--- config.mk ---
export PLATFORM = sky130hd
export DESIGN_NAME = branch_pc_unit_flat
export DESIGN_NICKNAME = d
export VERILOG_FILES = /design/src/rtl/branch_pc_unit_pkg.sv /design/src/rtl/branch_pc_unit_if.sv /design/src/rtl/branch_cond_eval.sv /design/src/rtl/branch_pc_unit.sv /design/src/flat_wrapper.sv
export SDC_FILE = /design/constraint.sdc
export NUM_CORES = 1
export LEC_CHECK = 0
export ABC_AREA = 1
export CAP_MARGIN = 10
export CORE_UTILIZATION = 43
export DETAILED_ROUTE_END_ITERATION = 8
export PLACE_DENSITY = 0.79
export REMOVE_ABC_BUFFERS = 1
export SYNTH_ARGS = -nofsm -noshare
export SYNTH_HDL_FRONTEND = slang
export SYNTH_SLANG_ARGS = --single-unit
--- constraint.sdc ---
create_clock -name clk -period 3.42 [get_ports clk]
set_clock_uncertainty 0.2 [all_clocks]
set_input_delay 0.513 -clock clk [delete_from_list [all_inputs] [get_ports clk]]
set_output_delay 0.513 -clock clk [all_outputs]
set_load 0.05 [all_outputs]
--- src/rtl/branch_pc_unit_pkg.sv ---
// Shared constants and state type for the branch / program-counter unit.
package branch_pc_unit_pkg;

  localparam logic [2:0] COND_NONE = 3'b000;
  localparam logic [2:0] COND_BLTZ = 3'b001;
  localparam logic [2:0] COND_BZ   = 3'b010;
  localparam logic [2:0] COND_BNZ  = 3'b011;
  localparam logic [2:0] COND_BCY  = 3'b100;
  localparam logic [2:0] COND_BNCY = 3'b101;

  localparam logic [1:0] ADDR_LONG  = 2'b00;
  localparam logic [1:0] ADDR_REG   = 2'b01;
  localparam logic [1:0] ADDR_SHORT = 2'b10;
  localparam logic [1:0] ADDR_RSVD  = 2'b11;

  typedef enum logic {
    RUN    = 1'b0,
    HALTED = 1'b1
  } state_t;

endpackage

--- src/rtl/branch_pc_unit_if.sv ---
// Control-unit side of the branch unit: decoded branch controls in, fetch address and status out.
interface branch_pc_unit_if #(
  parameter int PC_W    = 32,
  parameter int IMM_L_W = 26,
  parameter int IMM_S_W = 16
);
  logic               stall;
  logic [2:0]         cond_jump;
  logic               uncond_jump;
  logic [1:0]         addr_sel;
  logic               halt;
  logic [PC_W-1:0]    rs_val;
  logic [IMM_L_W-1:0] imm_long;
  logic [IMM_S_W-1:0] imm_short;
  logic               alu_carry;
  logic               flag_we;

  logic [PC_W-1:0]    pc;
  logic [PC_W-1:0]    pc_plus4;
  logic [PC_W-1:0]    link;
  logic               taken;
  logic               carry_flag;
  logic               halted;

  modport master (
    output stall, cond_jump, uncond_jump, addr_sel, halt, rs_val,
           imm_long, imm_short, alu_carry, flag_we,
    input  pc, pc_plus4, link, taken, carry_flag, halted
  );

  modport slave (
    input  stall, cond_jump, uncond_jump, addr_sel, halt, rs_val,
           imm_long, imm_short, alu_carry, flag_we,
    output pc, pc_plus4, link, taken, carry_flag, halted
  );

endinterface

--- src/rtl/branch_cond_eval.sv ---
// Branch condition evaluator: decodes the CondJump code against rs_val and the stored carry.
// Latency: purely combinational. Backpressure: none, no state.
module branch_cond_eval
  import branch_pc_unit_pkg::*;
#(
  parameter int PC_W = 32
) (
  input  logic [2:0]      cond_jump,
  input  logic [PC_W-1:0] rs_val,
  input  logic            carry_flag,
  output logic            cond_true
);

  always_comb begin
    cond_true = 1'b0;
    case (cond_jump)
      COND_BLTZ: cond_true = rs_val[PC_W-1];
      COND_BZ:   cond_true = (rs_val == '0);
      COND_BNZ:  cond_true = (rs_val != '0);
      COND_BCY:  cond_true = carry_flag;
      COND_BNCY: cond_true = ~carry_flag;
      // none and the two reserved codes never branch
      default:   cond_true = 1'b0;
    endcase
  end

endmodule

--- src/rtl/branch_pc_unit.sv ---
// Program counter, carry flag and run/halt FSM; resolves branches and drives the fetch address.
// Latency: decision combinational, new PC visible one edge later. Backpressure: stall freezes all state.
module branch_pc_unit
  import branch_pc_unit_pkg::*;
#(
  parameter int              PC_W     = 32,
  parameter logic [PC_W-1:0] RESET_PC = '0,
  parameter int              IMM_L_W  = 26,
  parameter int              IMM_S_W  = 16
) (
  input logic               clk,
  input logic               rst_n,
  branch_pc_unit_if.slave   bus
);

  state_t          state_q, state_d;
  logic [PC_W-1:0] pc_q, pc_d;
  logic            carry_q, carry_d;

  logic            cond_true;
  logic            taken;
  logic [PC_W-1:0] pc_plus4;
  logic [PC_W-1:0] off_long;
  logic [PC_W-1:0] off_short;
  logic [PC_W-1:0] target;

  branch_cond_eval #(
    .PC_W (PC_W)
  ) u_cond_eval (
    .cond_jump  (bus.cond_jump),
    .rs_val     (bus.rs_val),
    .carry_flag (carry_q),
    .cond_true  (cond_true)
  );

  // Word offsets: sign-extend to PC width, then scale to bytes; overflow wraps silently.
  always_comb begin
    pc_plus4  = pc_q + PC_W'(4);
    off_long  = {{(PC_W-IMM_L_W){bus.imm_long[IMM_L_W-1]}}, bus.imm_long} << 2;
    off_short = {{(PC_W-IMM_S_W){bus.imm_short[IMM_S_W-1]}}, bus.imm_short} << 2;
    target    = pc_plus4;
    case (bus.addr_sel)
      ADDR_LONG:  target = pc_plus4 + off_long;
      ADDR_REG:   target = bus.rs_val;
      ADDR_SHORT: target = pc_plus4 + off_short;
      default:    target = pc_plus4;
    endcase
  end

  always_comb begin
    taken = (bus.uncond_jump | cond_true)
          & (state_q == RUN)
          & ~bus.halt
          & (bus.addr_sel != ADDR_RSVD);
  end

  always_comb begin
    state_d = state_q;
    pc_d    = pc_q;
    carry_d = carry_q;
    if (state_q == RUN && !bus.stall) begin
      if (bus.flag_we) begin
        carry_d = bus.alu_carry;
      end
      // halt parks the PC on the halt instruction itself
      if (bus.halt) begin
        state_d = HALTED;
      end else if (taken) begin
        pc_d = target;
      end else begin
        pc_d = pc_plus4;
      end
    end
  end

  always_ff @(posedge clk) begin
    if (!rst_n) begin
      state_q <= RUN;
      pc_q    <= RESET_PC;
      carry_q <= 1'b0;
    end else begin
      state_q <= state_d;
      pc_q    <= pc_d;
      carry_q <= carry_d;
    end
  end

  assign bus.pc         = pc_q;
  assign bus.pc_plus4   = pc_plus4;
  assign bus.link       = pc_plus4;
  assign bus.taken      = taken;
  assign bus.carry_flag = carry_q;
  assign bus.halted     = (state_q == HALTED);

endmodule

--- src/flat_wrapper.sv ---
// flat-port wrapper written by rule: the top's interface ports become plain ports
module branch_pc_unit_flat import branch_pc_unit_pkg::*;
#(
  parameter int              PC_W     = 32,
  parameter logic [PC_W-1:0] RESET_PC = '0,
  parameter int              IMM_L_W  = 26,
  parameter int              IMM_S_W  = 16
)
  (clk, rst_n, bus_stall, bus_cond_jump, bus_uncond_jump, bus_addr_sel, bus_halt, bus_rs_val, bus_imm_long, bus_imm_short, bus_alu_carry, bus_flag_we, bus_pc, bus_pc_plus4, bus_link, bus_taken, bus_carry_flag, bus_halted);
  branch_pc_unit_if #(.PC_W(PC_W), .IMM_L_W(IMM_L_W), .IMM_S_W(IMM_S_W)) bus_i ();
  input logic clk;
  input logic rst_n;
  input wire logic [$bits(bus_i.stall)-1:0] bus_stall;
  input wire logic [$bits(bus_i.cond_jump)-1:0] bus_cond_jump;
  input wire logic [$bits(bus_i.uncond_jump)-1:0] bus_uncond_jump;
  input wire logic [$bits(bus_i.addr_sel)-1:0] bus_addr_sel;
  input wire logic [$bits(bus_i.halt)-1:0] bus_halt;
  input wire logic [$bits(bus_i.rs_val)-1:0] bus_rs_val;
  input wire logic [$bits(bus_i.imm_long)-1:0] bus_imm_long;
  input wire logic [$bits(bus_i.imm_short)-1:0] bus_imm_short;
  input wire logic [$bits(bus_i.alu_carry)-1:0] bus_alu_carry;
  input wire logic [$bits(bus_i.flag_we)-1:0] bus_flag_we;
  output wire logic [$bits(bus_i.pc)-1:0] bus_pc;
  output wire logic [$bits(bus_i.pc_plus4)-1:0] bus_pc_plus4;
  output wire logic [$bits(bus_i.link)-1:0] bus_link;
  output wire logic [$bits(bus_i.taken)-1:0] bus_taken;
  output wire logic [$bits(bus_i.carry_flag)-1:0] bus_carry_flag;
  output wire logic [$bits(bus_i.halted)-1:0] bus_halted;
  assign bus_i.stall = bus_stall;
  assign bus_i.cond_jump = bus_cond_jump;
  assign bus_i.uncond_jump = bus_uncond_jump;
  assign bus_i.addr_sel = bus_addr_sel;
  assign bus_i.halt = bus_halt;
  assign bus_i.rs_val = bus_rs_val;
  assign bus_i.imm_long = bus_imm_long;
  assign bus_i.imm_short = bus_imm_short;
  assign bus_i.alu_carry = bus_alu_carry;
  assign bus_i.flag_we = bus_flag_we;
  assign bus_pc = bus_i.pc;
  assign bus_pc_plus4 = bus_i.pc_plus4;
  assign bus_link = bus_i.link;
  assign bus_taken = bus_i.taken;
  assign bus_carry_flag = bus_i.carry_flag;
  assign bus_halted = bus_i.halted;
  branch_pc_unit #(.PC_W(PC_W), .RESET_PC(RESET_PC), .IMM_L_W(IMM_L_W), .IMM_S_W(IMM_S_W)) u_core (.clk(clk), .rst_n(rst_n), .bus(bus_i));
endmodule
==> flow_metrics.py <==
metrics = {
    "placement": {
        "gp_routability_congestion": 0.982,
        "hpwl_mm": 18.0,
        "io_buffer_count": 184,
    },
    "finish": {
        "fin_util_pct": 73.0,
        "layout.nets": 1348,
        "area_growth_pct": 63.1,
        "diodes": 0,
        "drive_above_1_share_pct": 26.5,
    },
    "floorplan": {
        "chipHeight_um": 115,
        "rows": 40,
        "die-area_mm2": 0.0131,
        "fp.coreArea_mm2": 0.0122,
        "die_x_um": 115,
        "ios": 185,
        "start_util_pct": 44.8,
    },
    "setup_path": {
        "crit_fanout": 6,
        "crit_chain": "buf_4 -> nand2_1 -> nor2_4 -> buf_12 -> nand3_4 -> nor2_4 -> nand3b_1 -> nor2_2 -> xor2_2 -> ha_4 -> inv_2 -> buf_4 -> o21ai_1 -> a221oi_4 -> buf_4 -> nand2_1 -> nand2_1 -> nand3_1 -> a21oi_1",
        "critPathTopFamily": "simple AND/OR/NAND/NOR gates",
        "path_buf_inv": 5,
        "critPathCaptureType": "flop",
        "crit_type": "flop to flop",
        "start_kind": "flop",
        "cp_data_required_time_ps": 3450,
        "critPathSlowestCell": "dfxtp_2",
        "worst_path_largest_cell_delay_ps": 360,
        "crit_arrival_ps": 3390,
    },
    "route": {
        "first_pass_iters": 5,
        "ant_nets": 0,
        "drt_iter0_markers": 716,
        "viasPerCell": 5.28,
        "routed_wl_mm": 22.6,
        "via_count": 7392,
        "wire_per_inst_um": 16.1,
        "route.detailed.drc": 0,
    },
    "power": {
        "clkPwrFrac_pct": 27.5,
        "sw_frac_of_total_pct": 41.2,
        "power_density_mw_per_mm2": 233,
        "internal_power_mw": 1.22,
        "total_power_mw": 2.07,
        "combPwrFrac_pct": 51.6,
        "p_switching_uw": 852,
        "cellLeakagePower_nw": 4.30,
        "ir_drop_mv": 0.196,
        "seqPwrFrac_pct": 20.9,
    },
    "clock_network": {
        "cts_htree_levels": 2,
        "cts_hold_buf": 0,
        "clk_path_buf_depth": 2,
        "path_clk_slew_ps": 60,
        "clock-sinks": 34,
        "cts-root-buf": "clkbuf_16",
        "cts_tree": "yes",
        "clk_latency_ps": 300,
        "numCtsBuffers": 5,
    },
    "yosys": {
        "synth_cells": 947,
        "post_synth.cell_area_avg_um2": 5.75,
        "netlist_area_mm2": 0.00544,
        "synthFlopType": "dfxtp_1",
        "synth_compound_area_share_pct": 18.8,
        "synth_top_family_by_area": "simple AND/OR/NAND/NOR gates",
        "seq_area_frac_synth_pct": 12.5,
        "synthXorXnorAreaFrac_pct": 4.02,
        "ys_seq_elements": 34,
        "synth-simple-area-share_pct": 42.3,
        "synth_edf_count": 0,
        "synthAdderAreaFrac_pct": 7.26,
        "async_flop_share_pct": 0,
        "synth_cell_types": 48,
        "synthMuxAreaShare_pct": 0,
        "ys_warn_count": 0,
    },
    "global_route": {
        "grt_pass1_vias": 6881,
        "grt_pass1_wl_mm": 34.1,
        "antenna_found_initial": 0,
        "grt_overflow_total": 0,
        "grt_max_degree": 30,
        "grt.total_usage_pct": 33.6,
    },
    "sta": {
        "finalSetupViolCount": 0,
        "slew_violations": 0,
        "max_freq_mhz": 298,
        "period_needed_ps": 3360,
        "worst_pin_slew_ps": 576,
        "period_share_pct": 98.3,
        "relSlewSlack_pct": 61.6,
        "finalHoldViolCount": 0,
    },
    "outcome": {
        "status": "complete, no violations",
    },
    "run": {
        "cap_violations": 0,
    },
    "hold_path": {
        "hold_class": "flop to flop",
    },
}
[cell type report]
cell class,count,area [um^2]
Fill cell,1020,3280
Clock inverter,3,45.0
Timing Repair Buffer,335,3060
Inverter,126,473
Multi-Input combinational cell,729,4270
Sequential cell,34,691
Tap cell,168,210
Clock buffer,5,125
[layout by cell type, fill, tap and decap left out, drive strengths merged]
cell,instances
nand2,267
buf,177
clkdlybuf4s50,154
inv,126
nor2,111
a21oi,98
o21ai,64
nand3,59
dfxtp,34
ha,30
nand4,21
xor2,15
nor3,11
xnor2,10
nand3b,7
clkbuf,6
a31oi,5
o21bai,5
nor4,5
or2,4
o211ai,3
a22o,2
a21o,2
clkinvlp,2
dlymetal6s2s,2
and2,1
o21a,1
a221oi,1
nor3b,1
o31ai,1
o32ai,1
o22ai,1
a32o,1
a32oi,1
fa,1
bufinv,1
dlygate4sd2,1
[logic make-up (layout without fill, tap and decap cells)]
group	count (synthesis)	in the layout
AOI/OAI and AO/OA	186	186
xor gates and xnor gates	25	25
adders and majority gates	31	31
buffers and inverters	184	469
DFF	34	34
and+or+nand+nor	487	487
[worst reg2reg max path: stages, from the launching register on]
cell	delay, ps
dfxtp_2	360
buf_4	130
nand2_1	90
nor2_4	130
buf_12	140
nand3_4	80
nor2_4	190
nand3b_1	180
nor2_2	210
xor2_2	230
ha_4	250
inv_2	110
buf_4	140
o21ai_1	100
a221oi_4	330
buf_4	160
nand2_1	40
nand2_1	50
nand3_1	60
a21oi_1	110
[repair_timing]
item                       CTS  global route
gates resized for setup      9            69
gates cloned                 0             0
hold endpoints to repair     0             0
pin swaps                    2            24
setup endpoints to repair   12            24
setup buffers                1            11
[metrics by stage]
step	setup slack [ps]	cell area [um^2]	hold slack [ps]	setup TNS, ps	cells
3_3_place_gp	-538	8260	268	-6410	1380
2_1_floorplan	-1970	5090	451	-48720	889
3_5_place_dp	-502	8260	274	-6590	1380
4_1_cts	7.54	8470	289	0	1389
5_1_grt	-95.8	8880	308	-272	1400
6_report	59.3	8880	286	0	1400
[synth_stat cells, drive strengths merged (2+ instances only)]
library cell / instances / area, um^2
xnor2: 10 / 87.6
nand3b: 7 / 68.8
or2: 4 / 25.0
a21o: 2 / 15.0
a22o: 2 / 17.5
a31oi: 5 / 31.3
inv: 126 / 473
buf: 37 / 270
nor3: 11 / 70.1
nand4: 21 / 131
nand3: 59 / 353
ha: 30 / 375
xor2: 15 / 131
nor4: 5 / 31.3
dfxtp: 34 / 681
o211ai: 3 / 22.5
nand2: 267 / 1100
nor2: 111 / 509
o21ai: 64 / 332
o21bai: 5 / 48.8
clkbuf: 21 / 78.8
a21oi: 98 / 498
[final timing paths]
check	startpoint	to	slack, ps	cells after the start
worst min-delay path	u_core.bus.pc[0]	u_core.bus.pc[0]	290	2
worst min register to register	u_core.bus.pc[0]	u_core.bus.pc[0]	290	2
worst max-delay path	u_core.bus.pc[3]	u_core.bus.pc[31]	60	19
worst max register to register	u_core.bus.pc[3]	u_core.bus.pc[31]	60	19
[power groups by stage]
stage / Sequential, mW / Clock [mW] / Combinational [mW]
final: 0.433 / 0.569 / 1.07
after floorplan: 0.492 / 0 / 0.480
after detailed placement: 0.438 / 0 / 1.01
after CTS: 0.429 / 0.564 / 1.02
after global routing: 0.434 / 0.576 / 1.14
after global placement: 0.438 / 0 / 1.00
[metal layers]
| metal | global-route usage [%] | share of wire, % | routed length (um) |
|---|---|---|---|
| met2 | 55.5 | 45 | 10300 |
| met4 | 11.7 | 3.1 | 701 |
| met3 | 5.24 | 10 | 2370 |
| met5 | 0 | 0 | 0 |
| met1 | 44.1 | 41 | 9250 |
[state kept, by name, indices dropped and copies added (netlist names)]
name	count
u_core.bus.pc	32
u_core.bus.carry_flag	1
u_core.bus.halted	1
Note: power is estimated with default switching activity, not from simulation.
